--- src/rtl/aes_cbc_request_tx_pkg.sv ---
// aes_cbc_request_tx_pkg: shared AES sizes for the request framer slice
package aes_cbc_request_tx_pkg;
  localparam int AES_BLOCK_SIZE = 128;
  localparam int AES_256_KEY_LENGTH = 256;
endpackage

--- src/rtl/aes_cbc_request_tx_if.sv ---
// aes_cbc_request_tx_if: AXI-Stream bundle carrying framed requests to the cipher core
interface aes_cbc_request_tx_if #(parameter int AXIS_WIDTH = 64);
  logic [AXIS_WIDTH-1:0] tdata;
  logic [AXIS_WIDTH/8-1:0] tkeep;
  logic tuser;
  logic tlast;
  logic tvalid;
  logic tready;
  modport master(output tdata, tkeep, tuser, tlast, tvalid, input tready);
  modport slave(input tdata, tkeep, tuser, tlast, tvalid, output tready);
endinterface

--- src/rtl/aes_cbc_request_tx_serializer.sv ---
// aes_cbc_request_tx_serializer: slices a 128-bit word into AXIS_WIDTH beats, low beat first
module aes_cbc_request_tx_serializer
  import aes_cbc_request_tx_pkg::*;
#(
  parameter int AXIS_WIDTH = 64
) (
  input  logic Clk,
  input  logic Rst,
  input  logic [AES_BLOCK_SIZE-1:0] word,
  input  logic adv,
  input  logic clr,
  output logic [AXIS_WIDTH-1:0] beat,
  output logic last
);
  localparam int BEATS = AES_BLOCK_SIZE / AXIS_WIDTH;
  localparam int CW = $clog2(BEATS);
  logic [CW-1:0] cnt_q, cnt_d;
  always_comb begin
    last = cnt_q == CW'(BEATS - 1);
    cnt_d = clr ? '0 : adv ? (last ? '0 : cnt_q + 1'b1) : cnt_q;
    beat = word[int'(cnt_q)*AXIS_WIDTH +: AXIS_WIDTH];
  end
  always_ff @(posedge Clk) cnt_q <= Rst ? '0 : cnt_d;
endmodule

--- src/rtl/aes_cbc_request_tx.sv ---
// aes_cbc_request_tx: frames key halves, IV and text blocks onto the AES-CBC core's AXIS input
module aes_cbc_request_tx
  import aes_cbc_request_tx_pkg::*;
#(
  parameter int AXIS_WIDTH = 64,
  parameter int LEN_WIDTH = 16
) (
  input  logic Clk,
  input  logic Rst,
  input  logic Cmd_valid,
  output logic Cmd_ready,
  input  logic [AES_256_KEY_LENGTH-1:0] Cmd_key,
  input  logic [AES_BLOCK_SIZE-1:0] Cmd_iv,
  input  logic Cmd_enc,
  input  logic [LEN_WIDTH-1:0] Cmd_nblocks,
  input  logic Blk_valid,
  output logic Blk_ready,
  input  logic [AES_BLOCK_SIZE-1:0] Blk_data,
  aes_cbc_request_tx_if.master M_axis,
  output logic Busy,
  output logic Err_zero
);
  typedef enum logic [4:0] {
    ST_IDLE  = 5'b00001,
    ST_KEY_0 = 5'b00010,
    ST_KEY_1 = 5'b00100,
    ST_IV    = 5'b01000,
    ST_TEXT  = 5'b10000
  } state_t;
  state_t st_q, st_d;
  logic [AES_256_KEY_LENGTH-1:0] key_q, key_d;
  logic [AES_BLOCK_SIZE-1:0] iv_q, iv_d, buf_q, buf_d, word;
  logic [LEN_WIDTH-1:0] rem_q, rem_d;
  logic enc_q, enc_d, full_q, full_d, err_q, err_d;
  logic [AXIS_WIDTH-1:0] beat;
  logic last, hdr, text, tv, hs, cmd_hs, blk_hs, final_blk;
  assign hdr = st_q inside {ST_KEY_0, ST_KEY_1, ST_IV};
  assign text = st_q == ST_TEXT;
  assign tv = hdr | (text & full_q);
  assign hs = tv & M_axis.tready;
  assign final_blk = rem_q == LEN_WIDTH'(1);
  assign cmd_hs = Cmd_valid & (st_q == ST_IDLE);
  assign blk_hs = Blk_valid & text & ~full_q;
  assign word = st_q == ST_KEY_0 ? key_q[127:0] : st_q == ST_KEY_1 ? key_q[255:128] : st_q == ST_IV ? iv_q : buf_q;
  aes_cbc_request_tx_serializer #(.AXIS_WIDTH(AXIS_WIDTH)) u_ser (
    .Clk(Clk), .Rst(Rst), .word(word), .adv(hs), .clr(st_d != st_q), .beat(beat), .last(last)
  );
  always_comb begin
    st_d = st_q;
    key_d = key_q;
    iv_d = iv_q;
    enc_d = enc_q;
    rem_d = rem_q;
    buf_d = buf_q;
    full_d = full_q;
    err_d = cmd_hs & (Cmd_nblocks == '0);
    if (cmd_hs) begin
      key_d = Cmd_key;
      iv_d = Cmd_iv;
      enc_d = Cmd_enc;
      rem_d = Cmd_nblocks;
      st_d = Cmd_nblocks == '0 ? ST_IDLE : ST_KEY_0;
    end
    if (hdr & hs & last) st_d = st_q == ST_KEY_0 ? ST_KEY_1 : st_q == ST_KEY_1 ? ST_IV : ST_TEXT;
    if (blk_hs) begin
      buf_d = Blk_data;
      full_d = 1'b1;
    end
    // The last beat of a block frees the holding register and retires one block
    if (text & hs & last) begin
      full_d = 1'b0;
      rem_d = rem_q - LEN_WIDTH'(rem_q != '0);
      st_d = final_blk ? ST_IDLE : st_q;
    end
  end
  always_ff @(posedge Clk) begin
    if (Rst) begin
      st_q <= ST_IDLE;
      key_q <= '0;
      iv_q <= '0;
      enc_q <= 1'b0;
      rem_q <= '0;
      buf_q <= '0;
      full_q <= 1'b0;
      err_q <= 1'b0;
    end else begin
      st_q <= st_d;
      key_q <= key_d;
      iv_q <= iv_d;
      enc_q <= enc_d;
      rem_q <= rem_d;
      buf_q <= buf_d;
      full_q <= full_d;
      err_q <= err_d;
    end
  end
  always_comb begin
    Cmd_ready = st_q == ST_IDLE;
    Blk_ready = text & ~full_q;
    Busy = st_q != ST_IDLE;
    Err_zero = err_q;
    M_axis.tvalid = tv;
    M_axis.tdata = tv ? beat : '0;
    M_axis.tkeep = {(AXIS_WIDTH/8){tv}};
    M_axis.tuser = tv & enc_q;
    M_axis.tlast = text & full_q & last & final_blk;
  end
endmodule

--- src/flat_wrapper.sv ---
// flat-port wrapper written by rule: the top's interface ports become plain ports
module aes_cbc_request_tx_flat import aes_cbc_request_tx_pkg::*;
#(
  parameter int AXIS_WIDTH = 64,
  parameter int LEN_WIDTH = 16
)
  (Clk, Rst, Cmd_valid, Cmd_ready, Cmd_key, Cmd_iv, Cmd_enc, Cmd_nblocks, Blk_valid, Blk_ready, Blk_data, Busy, Err_zero, M_axis_tdata, M_axis_tkeep, M_axis_tuser, M_axis_tlast, M_axis_tvalid, M_axis_tready);
  aes_cbc_request_tx_if #(.AXIS_WIDTH(AXIS_WIDTH)) M_axis_i ();
  input  logic Clk;
  input  logic Rst;
  input  logic Cmd_valid;
  output logic Cmd_ready;
  input  logic [AES_256_KEY_LENGTH-1:0] Cmd_key;
  input  logic [AES_BLOCK_SIZE-1:0] Cmd_iv;
  input  logic Cmd_enc;
  input  logic [LEN_WIDTH-1:0] Cmd_nblocks;
  input  logic Blk_valid;
  output logic Blk_ready;
  input  logic [AES_BLOCK_SIZE-1:0] Blk_data;
  output logic Busy;
  output logic Err_zero;
  output wire logic [$bits(M_axis_i.tdata)-1:0] M_axis_tdata;
  output wire logic [$bits(M_axis_i.tkeep)-1:0] M_axis_tkeep;
  output wire logic [$bits(M_axis_i.tuser)-1:0] M_axis_tuser;
  output wire logic [$bits(M_axis_i.tlast)-1:0] M_axis_tlast;
  output wire logic [$bits(M_axis_i.tvalid)-1:0] M_axis_tvalid;
  input wire logic [$bits(M_axis_i.tready)-1:0] M_axis_tready;
  assign M_axis_tdata = M_axis_i.tdata;
  assign M_axis_tkeep = M_axis_i.tkeep;
  assign M_axis_tuser = M_axis_i.tuser;
  assign M_axis_tlast = M_axis_i.tlast;
  assign M_axis_tvalid = M_axis_i.tvalid;
  assign M_axis_i.tready = M_axis_tready;
  aes_cbc_request_tx #(.AXIS_WIDTH(AXIS_WIDTH), .LEN_WIDTH(LEN_WIDTH)) u_core (.Clk(Clk), .Rst(Rst), .Cmd_valid(Cmd_valid), .Cmd_ready(Cmd_ready), .Cmd_key(Cmd_key), .Cmd_iv(Cmd_iv), .Cmd_enc(Cmd_enc), .Cmd_nblocks(Cmd_nblocks), .Blk_valid(Blk_valid), .Blk_ready(Blk_ready), .Blk_data(Blk_data), .M_axis(M_axis_i), .Busy(Busy), .Err_zero(Err_zero));
endmodule
--- config.mk ---
export PLATFORM = sky130hd
export DESIGN_NAME = aes_cbc_request_tx_flat
export DESIGN_NICKNAME = d
export VERILOG_FILES = /design/src/rtl/aes_cbc_request_tx_pkg.sv /design/src/rtl/aes_cbc_request_tx_if.sv /design/src/rtl/aes_cbc_request_tx_serializer.sv /design/src/rtl/aes_cbc_request_tx.sv /design/src/flat_wrapper.sv
export SDC_FILE = /design/constraint.sdc
export NUM_CORES = 1
export LEC_CHECK = 0
export BUFFER_PORTS_ARGS = -buffer_cell sky130_fd_sc_hd__buf_2
export CORE_AREA = 2 2 237 239
export DETAILED_ROUTE_END_ITERATION = 7
export DIE_AREA = 0 0 239 241
export GPL_ROUTABILITY_DRIVEN = 0
export HOLD_SLACK_MARGIN = 0.15
export SLEW_MARGIN = 10
export SYNTH_ARGS = -nofsm -noshare
export SYNTH_HDL_FRONTEND = slang
export SYNTH_SLANG_ARGS = --single-unit
export TNS_END_PERCENT = 10
--- constraint.sdc ---
create_clock -name Clk -period 7.6 [get_ports Clk]
set_input_delay 0.76 -clock Clk [delete_from_list [all_inputs] [get_ports Clk]]
set_output_delay 0.76 -clock Clk [all_outputs]
set_load 0.01 [all_outputs]
# Word-level counts from Yosys, hierarchy flattened
# Cells that the tools add are included.
word_totals:
  ff_bits: 537
  in_bits: 534
op_classes:
  add_sub_neg: 2
  n_eq_ne: 8
  n_shift: 1
  muxes: 14
  bitwise: 16
  reduce_logical: 6
ops:
  columns: ["op", "count"]
  rows:
  - ["128-bit two-way mux", 3]
  - ["128-bit by 8-bit indexed part select with 64-bit output", 1]
  - ["64-bit two-way mux", 1]
  - ["16-bit two-way mux", 2]
  - ["5-bit two-way mux", 6]
  - ["16-bit by 1-bit equality test with 1-bit output, second input constant", 1]
  - ["16-bit zero test", 1]
  - ["16-bit nonzero test", 1]
  - ["16-bit by 1-bit subtractor with 16-bit output", 1]
  - ["1-bit bitwise AND", 14]
  - ["5-bit by 1-bit equality test with 1-bit output, second input constant", 1]
  - ["5-bit by 2-bit equality test with 1-bit output, second input constant", 1]
  - ["5-bit by 3-bit equality test with 1-bit output, second input constant", 1]
  - ["5-bit by 4-bit equality test with 1-bit output, second input constant", 1]
  - ["5-bit equality test, second input constant", 1]
  - ["5-bit by 1-bit inequality test with 1-bit output, second input constant", 1]
  - ["5-bit inequality test", 1]
  - ["2-bit OR reduction", 2]
  - ["3-bit nonzero test", 1]
  - ["2-bit two-way mux", 1]
  - ["2-bit nonzero test", 1]
  - ["1-bit adder, second input constant", 1]
  - ["1-bit two-way mux", 1]
  - ["1-bit NOT", 1]
  - ["1-bit bitwise OR", 1]

# Logic depth before layout (Yosys ltp)
# Gate-level depths: netlist of the first run.
logic_depth:
  word_depth: 10
  depth_mapped: 10
  mapped_depth_nobuf: 10

# Modules after synthesis
# A second synthesis of the first run with hierarchy kept.
hier_totals:
  hier_cells: 2995
  area_unflattened_um2: 23487.5
by_module_without_submodules:
  columns: ["module", "n_inst", "cells_each", "area_per_inst_um2", "seq_area_each_um2"]
  rows:
  - ["aes_cbc_request_tx", 1, 2921, 22451.5, 10730.3]
  - ["aes_cbc_request_tx_serializer", 1, 74, 1036.0, 20.0]

# Worst setup path after synthesis of the first run
# Ideal clock, no wire load.
synth_timing:
  path_kind: "register -> output"
  from: "reg u_core.st_q[0]"
  to: "out M_axis_tdata[53]"
  t_arrival_ps: 2540
  required_time_ps: 6840
  slack_ps: 4300
  stages_incl_launch_ff: 8
  n_path_buf: 3
  cell_sequence: "dfxtp_1 > buf_6 > or4_4 > buf_6 > o211ai_1 > nand2_2 > buf_6 > o22ai_1"
synth_rtl:
  columns: ["element", "line_no", "text"]
  rows:
  - ["start, declared", "aes_cbc_request_tx.sv:30", "state_t st_q, st_d;"]
  - ["start signal, assigned", "aes_cbc_request_tx.sv:87", "st_q <= st_d;"]
  - ["5-bit by 2-bit equality test with 1-bit output (tied with other cells)", "aes_cbc_request_tx.sv:37", "assign hdr = st_q inside {ST_KEY_0, ST_KEY_1, ST_IV};"]
  - ["3-bit nonzero test / 1-bit bitwise AND (equally long branches)", "aes_cbc_request_tx.sv:37, aes_cbc_request_tx.sv:39", null]
  - ["1-bit bitwise OR (*)", "aes_cbc_request_tx.sv:39", "assign tv = hdr | (text & full_q);"]
  - ["net M_axis_tvalid", "flat_wrapper.sv:26", "output wire logic [$bits(M_axis_i.tvalid)-1:0] M_axis_tvalid;"]
  - ["64-bit two-way mux (*)", "aes_cbc_request_tx.sv:103", "M_axis.tdata = tv ? beat : '0;"]
  - ["end, declared", "flat_wrapper.sv:22", "output wire logic [$bits(M_axis_i.tdata)-1:0] M_axis_tdata;"]
# Mark *: on every way through the listed nets, which the timed path passes. The rest lies on a longest branch.

# Worst setup path in the final report of the first run
layout_timing:
  from: "reg u_core.st_q[2]"
  to: "out M_axis_tdata[4]"
layout_between:
  elab_chain_cells: 6
layout_rtl:
  columns: ["element", "line_no", "text"]
  rows:
  - ["5-bit by 4-bit equality test with 1-bit output", "aes_cbc_request_tx.sv:37, aes_cbc_request_tx.sv:44", null]
  - ["128-bit two-way mux (3 in a row)", "aes_cbc_request_tx.sv:44", "assign word = st_q == ST_KEY_0 ? key_q[127:0] : st_q == ST_KEY_1 ? key_q[255:128] : st_q == ST_IV ? iv_q : buf ..."]
  - ["128-bit by 8-bit indexed part select with 64-bit output", "aes_cbc_request_tx_serializer.sv:21", "beat = word[int'(cnt_q)*AXIS_WIDTH +: AXIS_WIDTH];"]
  - ["64-bit two-way mux (*)", "aes_cbc_request_tx.sv:103", null]
# Every way passes the cells marked *; elsewhere a longest branch is shown, timed or not.

==> run metrics, run 1 <==
CP required=6.84 ns; Post-layout nets=3913; layout cells sized above 1=23.3%; endpoints failing hold=0; GRT Util Overall=28.3%; Cell variety after synth=52; sequential element share of the synthesized area=48.3%; CTS tree=done; count of final setup violators=0; LEAKAGE=10.4 nW; global-route wire length before repair=127000 um; Final ANT Viol Nets=0; async set-or-reset flop fraction in the synthesized netlist=0%; num rows=86; Post-synth EDFFs=0; core box area=54900 um^2; Slew HR=19.4%; commonest non-fill, non-tap cell in the layout=nand2_1; Clock Power Share=41.7%; most frequent cells in the layout=nand2_1, buf_2, dfxtp_1; placed inst area=25300 um^2; sw power=0.00171 W; CTS Buffer Depth=3; Post-CTS Setup Bufs=0; fin area=27200 um^2; kind of critical path=flip-flop to output pin; largest net degree at the start of global routing=211; # H-tree levels=2; Die ar.=57600 um^2; Worst-Margin Slew=1.20 ns; switch share=26.2%; outcome=finished clean; Post-CTS Hold Buffers=0; Area growth syn-to-layout=22.1%; highest fanout seen on the critical path=55; # IOs=613; Power, Total=0.00650 W; clock skew=0.0131 ns; vias per cell=5.61; syn nets=3489; highest clock rate=175 MHz; first-pass iteration count of the detailed router=6; total wire length=86300 um; Pins Over Slew Limit=0; DR WL/cell=20.7 um; grt total ovfl=0; Iteration-0 DRC Markers=2030; most used flip-flop cell after synthesis=dfxtp_1; detailed placer's ending HPWL=56500 um; pwr dens=239 nW/um^2; Critical Path Sink Type=output pin; clock sinks=537; Yosys reg bits=537; Synth Warn #=0; Hold Path Class=input port to flip-flop; antenna violations before repair=60; initial cell density of the core=40.6%; maximum vdd drop=0.213 mV; setup TNS=0 ns; Syn Area/Cell=7.54 um^2; internal power=0.00479 W; PortBufs=612; DIE HEIGHT=241 um; post_cts resized=0; CP startpoint kind=flip-flop; drt drc=0; CP arrival=4.94 ns; vias in the first global route=22089; Post-Syn Area=22300 um^2; CTS root buf=clkbuf_16; Skew-Pair Late Insertion Delay=0.63 ns; RSZ-0062 raised after global routing=no; total number of vias=23364; Final Cycle Share=75.0%; combinational share of power=11.3%; Clk pin slew, worst setup/hold paths=0.06 ns; cts bufs inserted=58; Mapped Cells=2953; Die X-Extent=239 um; max-cap check violation count=0; part of the power in registers=47.0%; Final min period=5.70 ns
[flip-flops by register name, indices dropped and copies added, names as in the netlist]
register,flops
u_core.iv_q,128
u_core.enc_q,1
u_core.u_ser.last,1
u_core.full_q,1
u_core.key_q,256
u_core.st_q,5
u_core.Err_zero,1
u_core.buf_q,128
u_core.rem_q,16
[worst paths after layout]
kind / startpoint / to / slack [ns] / depth (start not counted)
worst min-delay path: Cmd_iv[43] / u_core.iv_q[43] / 0.37 / 3
worst max register to register: u_core.st_q[1] / u_core.buf_q[34] / 3.95 / 6
worst max-delay path: u_core.st_q[2] / M_axis_tdata[4] / 1.90 / 7
worst min register to register: u_core.iv_q[124] / u_core.iv_q[124] / 0.45 / 2
[logic make-up after synthesis]
logic type | Yosys count | share of synthesized area [%]
multiplexers | 2 | 0.0899
AND/OR/NAND/NOR | 1258 | 21.9
adder cells (fa/ha/maj) | 2 | 0.112
flip-flops | 537 | 48.3
AO/OA/AOI/OAI | 881 | 24.2
XOR/XNOR | 1 | 0.0393
buffers and inverters | 272 | 5.42
[critical path: stages (launching register included)]
cell and delay (ns):
dfxtp_1 0.45, nor2_1 0.34, nand3_4 0.70, o211ai_1 0.92
nand2_2 0.70, buf_4 0.57, o22ai_1 0.37, buf_2 0.21
[stage by stage]
step	instances	util, %	setup WS (ns)	hold slack (ns)
after floorplan	2953	-	4.30	0.432
after global placement	4021	46.1	2.83	0.441
after detailed placement	4021	46.1	2.59	0.447
after CTS	4122	49.4	1.89	0.331
after global routing	4151	49.5	1.67	0.348
final	4162	49.6	1.90	0.367
[Yosys cell counts, types with 3 or more instances]
cell       count  share of area (%)
dfxtp_1      537                 48
buf_6         19               0.96
o211ai_1       3               0.10
nand2_1     1177                 20
nor4_1         7               0.20
o221ai_1      64                2.5
a31oi_1        7               0.20
o21ai_0        4              0.090
clkbuf_1     230                3.9
a31o_2        64                2.5
a21oi_1      524                 12
buf_4         10               0.34
nor2_1        20               0.34
buf_1          4              0.067
o311ai_0       3               0.12
o22a_1        64                2.5
and2_1         4               0.11
buf_2          5               0.11
nand3_1       11               0.25
or3_1          6               0.17
o22ai_1      129                3.6
a2bb2oi_1      3               0.12
nand2b_1       4               0.11
inv_1          4              0.067
nand4_1        6               0.17
nor3_1        10               0.22
[per-layer routing]
layer | global-route usage, % | wire length (um) | vias up
met5 | 0 | 223 | -
met4 | 13.3 | 3280 | 36
met3 | 6.23 | 7680 | 221
met2 | 45.0 | 39900 | 1063
met1 | 36.7 | 35100 | 11065
li1 | - | - | 10979
[power by group through the flow]
stage	Combinational (W)	Clock (W)	Sequential (W)
after floorplan	0.000443	0	0.00309
after global placement	0.000715	0	0.00311
after detailed placement	0.000728	0	0.00311
after CTS	0.000731	0.00276	0.00305
after global routing	0.000808	0.00286	0.00307
final	0.000735	0.00271	0.00305
[layout make-up]
class / count / area, um^2
Clock buffer: 85 / 1670
Tap cell: 704 / 881
Sequential cell: 537 / 10800
Fill cell: 5496 / 27700
Multi-Input combinational cell: 2144 / 10400
Inverter: 4 / 15.0
Antenna cell: 40 / 100
Timing Repair Buffer: 632 / 3270
Clock inverter: 16 / 133
(Power assumes the default switching activity.)
==> run 2, diff against run 1 <==
--- a/config.mk
+++ b/config.mk
@@ -6,9 +6,9 @@
 export NUM_CORES = 1
 export LEC_CHECK = 0
 export BUFFER_PORTS_ARGS = -buffer_cell sky130_fd_sc_hd__buf_2
-export CORE_AREA = 2 2 237 239
+export CORE_AREA = 2 2 241 243
 export DETAILED_ROUTE_END_ITERATION = 7
-export DIE_AREA = 0 0 239 241
+export DIE_AREA = 0 0 243 245
 export GPL_ROUTABILITY_DRIVEN = 0
 export HOLD_SLACK_MARGIN = 0.15
 export SLEW_MARGIN = 10
==> constraint.sdc (replaced) <==
create_clock -name Clk -period 5.3 [get_ports Clk]
set_input_delay 0.53 -clock Clk [delete_from_list [all_inputs] [get_ports Clk]]
set_output_delay 0.53 -clock Clk [all_outputs]
set_load 0.01 [all_outputs]
==> run metrics, run 2 (synthesized netlist as in run 1, its figures left out) <==
Area growth syn-to-layout=36.3%; Hold Path Class=input port to flip-flop; Final ANT Viol Nets=0 (unchanged); DIE HEIGHT=245 um (+1.7%); crit path cell chain=nor2_1 > nand3_4 > nand2_4 > o221ai_1 > o22ai_1 > buf_2; pwr dens=319 nW/um^2 (+33%); combinational share of power=12.9% (+1.6 points); commonest non-fill, non-tap cell in the layout=nand2_1; Final Cycle Share=79.2%; detailed placer's ending HPWL=55600 um (-1.5%); antenna violations before repair=20 (-67%); count of final setup violators=0 (unchanged); internal power=0.00717 W (+50%); part of the power in registers=45.3% (-1.7 points); clock sinks=537 (unchanged); CTS root buf=clkbuf_16; RR Endpoint=u_core.buf_q[86]; endpoints failing hold=0 (unchanged); largest net degree at the start of global routing=225 (+6.6%); PortBufs=612 (unchanged); total number of vias=24142 (+3.3%); CP required=4.77 ns (-2.07 ns); CTS Buffer Depth=3 (unchanged); clock skew=0.0141 ns (+0.00100 ns); highest fanout seen on the critical path=64 (+16%); WHS Path Cells=3 (unchanged); Pins Over Slew Limit=0 (unchanged); switch share=25.9% (-0.36 points); most flop-heavy register=u_core.key_q; post_cts resized=0 (unchanged); CP peak stage delay=0.99 ns (+0.07 ns); RR Startpoint=u_core.st_q[1]; GRT Util Overall=28.5% (+0.20 points); highest clock rate=238 MHz; global-route wire length before repair=134000 um (+5.9%); Slew HR=7.28% (-12 points); vias in the first global route=23253 (+5.3%); Clk pin slew, worst setup/hold paths=0.06 ns (about the same); Clock Power Share=41.8% (about the same); Skew-Pair Late Insertion Delay=0.60 ns (-0.03 ns); maximum vdd drop=0.235 mV (+10%); Power, Total=0.00967 W (+49%); Hold EP=u_core.key_q[137]; Final min period=4.20 ns; RSZ-0062 raised after global routing=no; Critical Path Sink Type=output pin; Top Registers=u_core.key_q (256), u_core.buf_q (128), u_core.iv_q (128); Die ar.=59500 um^2 (+3.4%); DR WL/cell=19.9 um (-4.1%); Critical-path top delay cell=nand2_4; first-pass iteration count of the detailed router=5 (-1); outcome=finished clean; Post-layout nets=4209 (+7.6%); r2r setup slk=2.25 ns (-1.70 ns); layout cells sized above 1=21.7% (-1.6 points); kind of critical path=flip-flop to output pin; Largest register FFs=256 (unchanged); max-cap check violation count=0 (unchanged); initial cell density of the core=39.1% (-1.5 points); min-delay src=Cmd_key[137]; Iteration-0 DRC Markers=2111 (+4.0%); setup TNS=0 ns (unchanged); vias per cell=5.37 (-4.4%); total wire length=89400 um (+3.7%); CTS tree=done; LEAKAGE=11.7 nW (+13%); grt total ovfl=0 (unchanged); CP arrival=3.67 ns (-1.27 ns); # IOs=613 (unchanged); Worst-Margin Slew=1.39 ns (+0.187 ns); most frequent cells in the layout=nand2_1, buf_2, dfxtp_1; CP startpoint kind=flip-flop; Die X-Extent=243 um (+1.7%); num rows=88 (+2.3%); # H-tree levels=2 (unchanged); cts bufs inserted=57 (-1.7%); Reg2Reg Depth=6 (unchanged); sw power=0.00250 W (+47%); core box area=57000 um^2 (+3.9%); drt drc=0 (unchanged)
==> run 2: repair_timing <==
| action | 4_1_cts | 5_1_grt |
|---|---|---|
| buffers inserted | 0 | 0 |
| hold endpoints to repair | 289 | 0 |
| hold buffers | 289 | 0 |
==> run 2: cell type report <==
| type | instances | area [um^2] |
|---|---|---|
| timing repair buffer | 929 | 6330 |
| clock buffer | 90 | 1770 |
| tap | 765 | 957 |
| clock inverter | 11 | 116 |
| sequential | 537 | 10800 |
| antenna | 18 | 45.0 |
| inverter | 4 | 15.0 |
| fill | 5624 | 26700 |
| multi-input combinational | 2144 | 10400 |
==> run 2: critical path, delay by kind of cell (launching register included) <==
family	cells	cell delay [ns]
AO/OA/AOI/OAI	2	0.58
AND/OR/NAND/NOR	3	1.79
flip-flops	1	0.44
buffers and inverters	1	0.19
==> run 2: power by group through the flow <==
| stage | combinational, W | clock [W] | sequential [W] |
|---|---|---|---|
| finish | 0.00125 | 0.00404 | 0.00438 |
| CTS | 0.00123 | 0.00411 | 0.00438 |
| global route | 0.00136 | 0.00427 | 0.00440 |
| floorplan | 0.000635 | 0 | 0.00442 |
| detailed placement | 0.00105 | 0 | 0.00446 |
| global placement | 0.00105 | 0 | 0.00446 |
==> run 2: worst max path at each step <==
stage,end,from,slack [ns]
6_report,M_axis_tdata[23],u_core.st_q[2],1.10
5_1_grt,M_axis_tdata[23],u_core.st_q[2],0.93
4_1_cts,M_axis_tdata[12],u_core.st_q[3],1.10
3_5_place_dp,M_axis_tdata[12],u_core.st_q[3],1.78
3_3_place_gp,M_axis_tdata[12],u_core.st_q[3],1.80
2_1_floorplan,M_axis_tdata[53],u_core.st_q[0],2.23
==> run 2: per-stage QoR <==
stage	std cells	hold WS [ns]	area, um^2	setup WS (ns)	util [%]
6_report	4498	0.179	30400	1.10	53.2
5_1_grt	4493	0.156	30400	0.926	53.2
4_1_cts	4480	0.150	30300	1.10	53.2
3_5_place_dp	4090	0.447	25500	1.78	44.8
3_3_place_gp	4090	0.442	25500	1.80	44.8
2_1_floorplan	2953	0.432	22300	2.23	-
==> run 2: metal layers <==
layer	global-route usage [%]	routed length (um)	vias to the layer above
li1	-	-	11549
met1	37.5	38100	11393
met2	47.5	42200	1010
met3	4.40	6310	184
met4	10.3	2760	6
met5	0	38	-
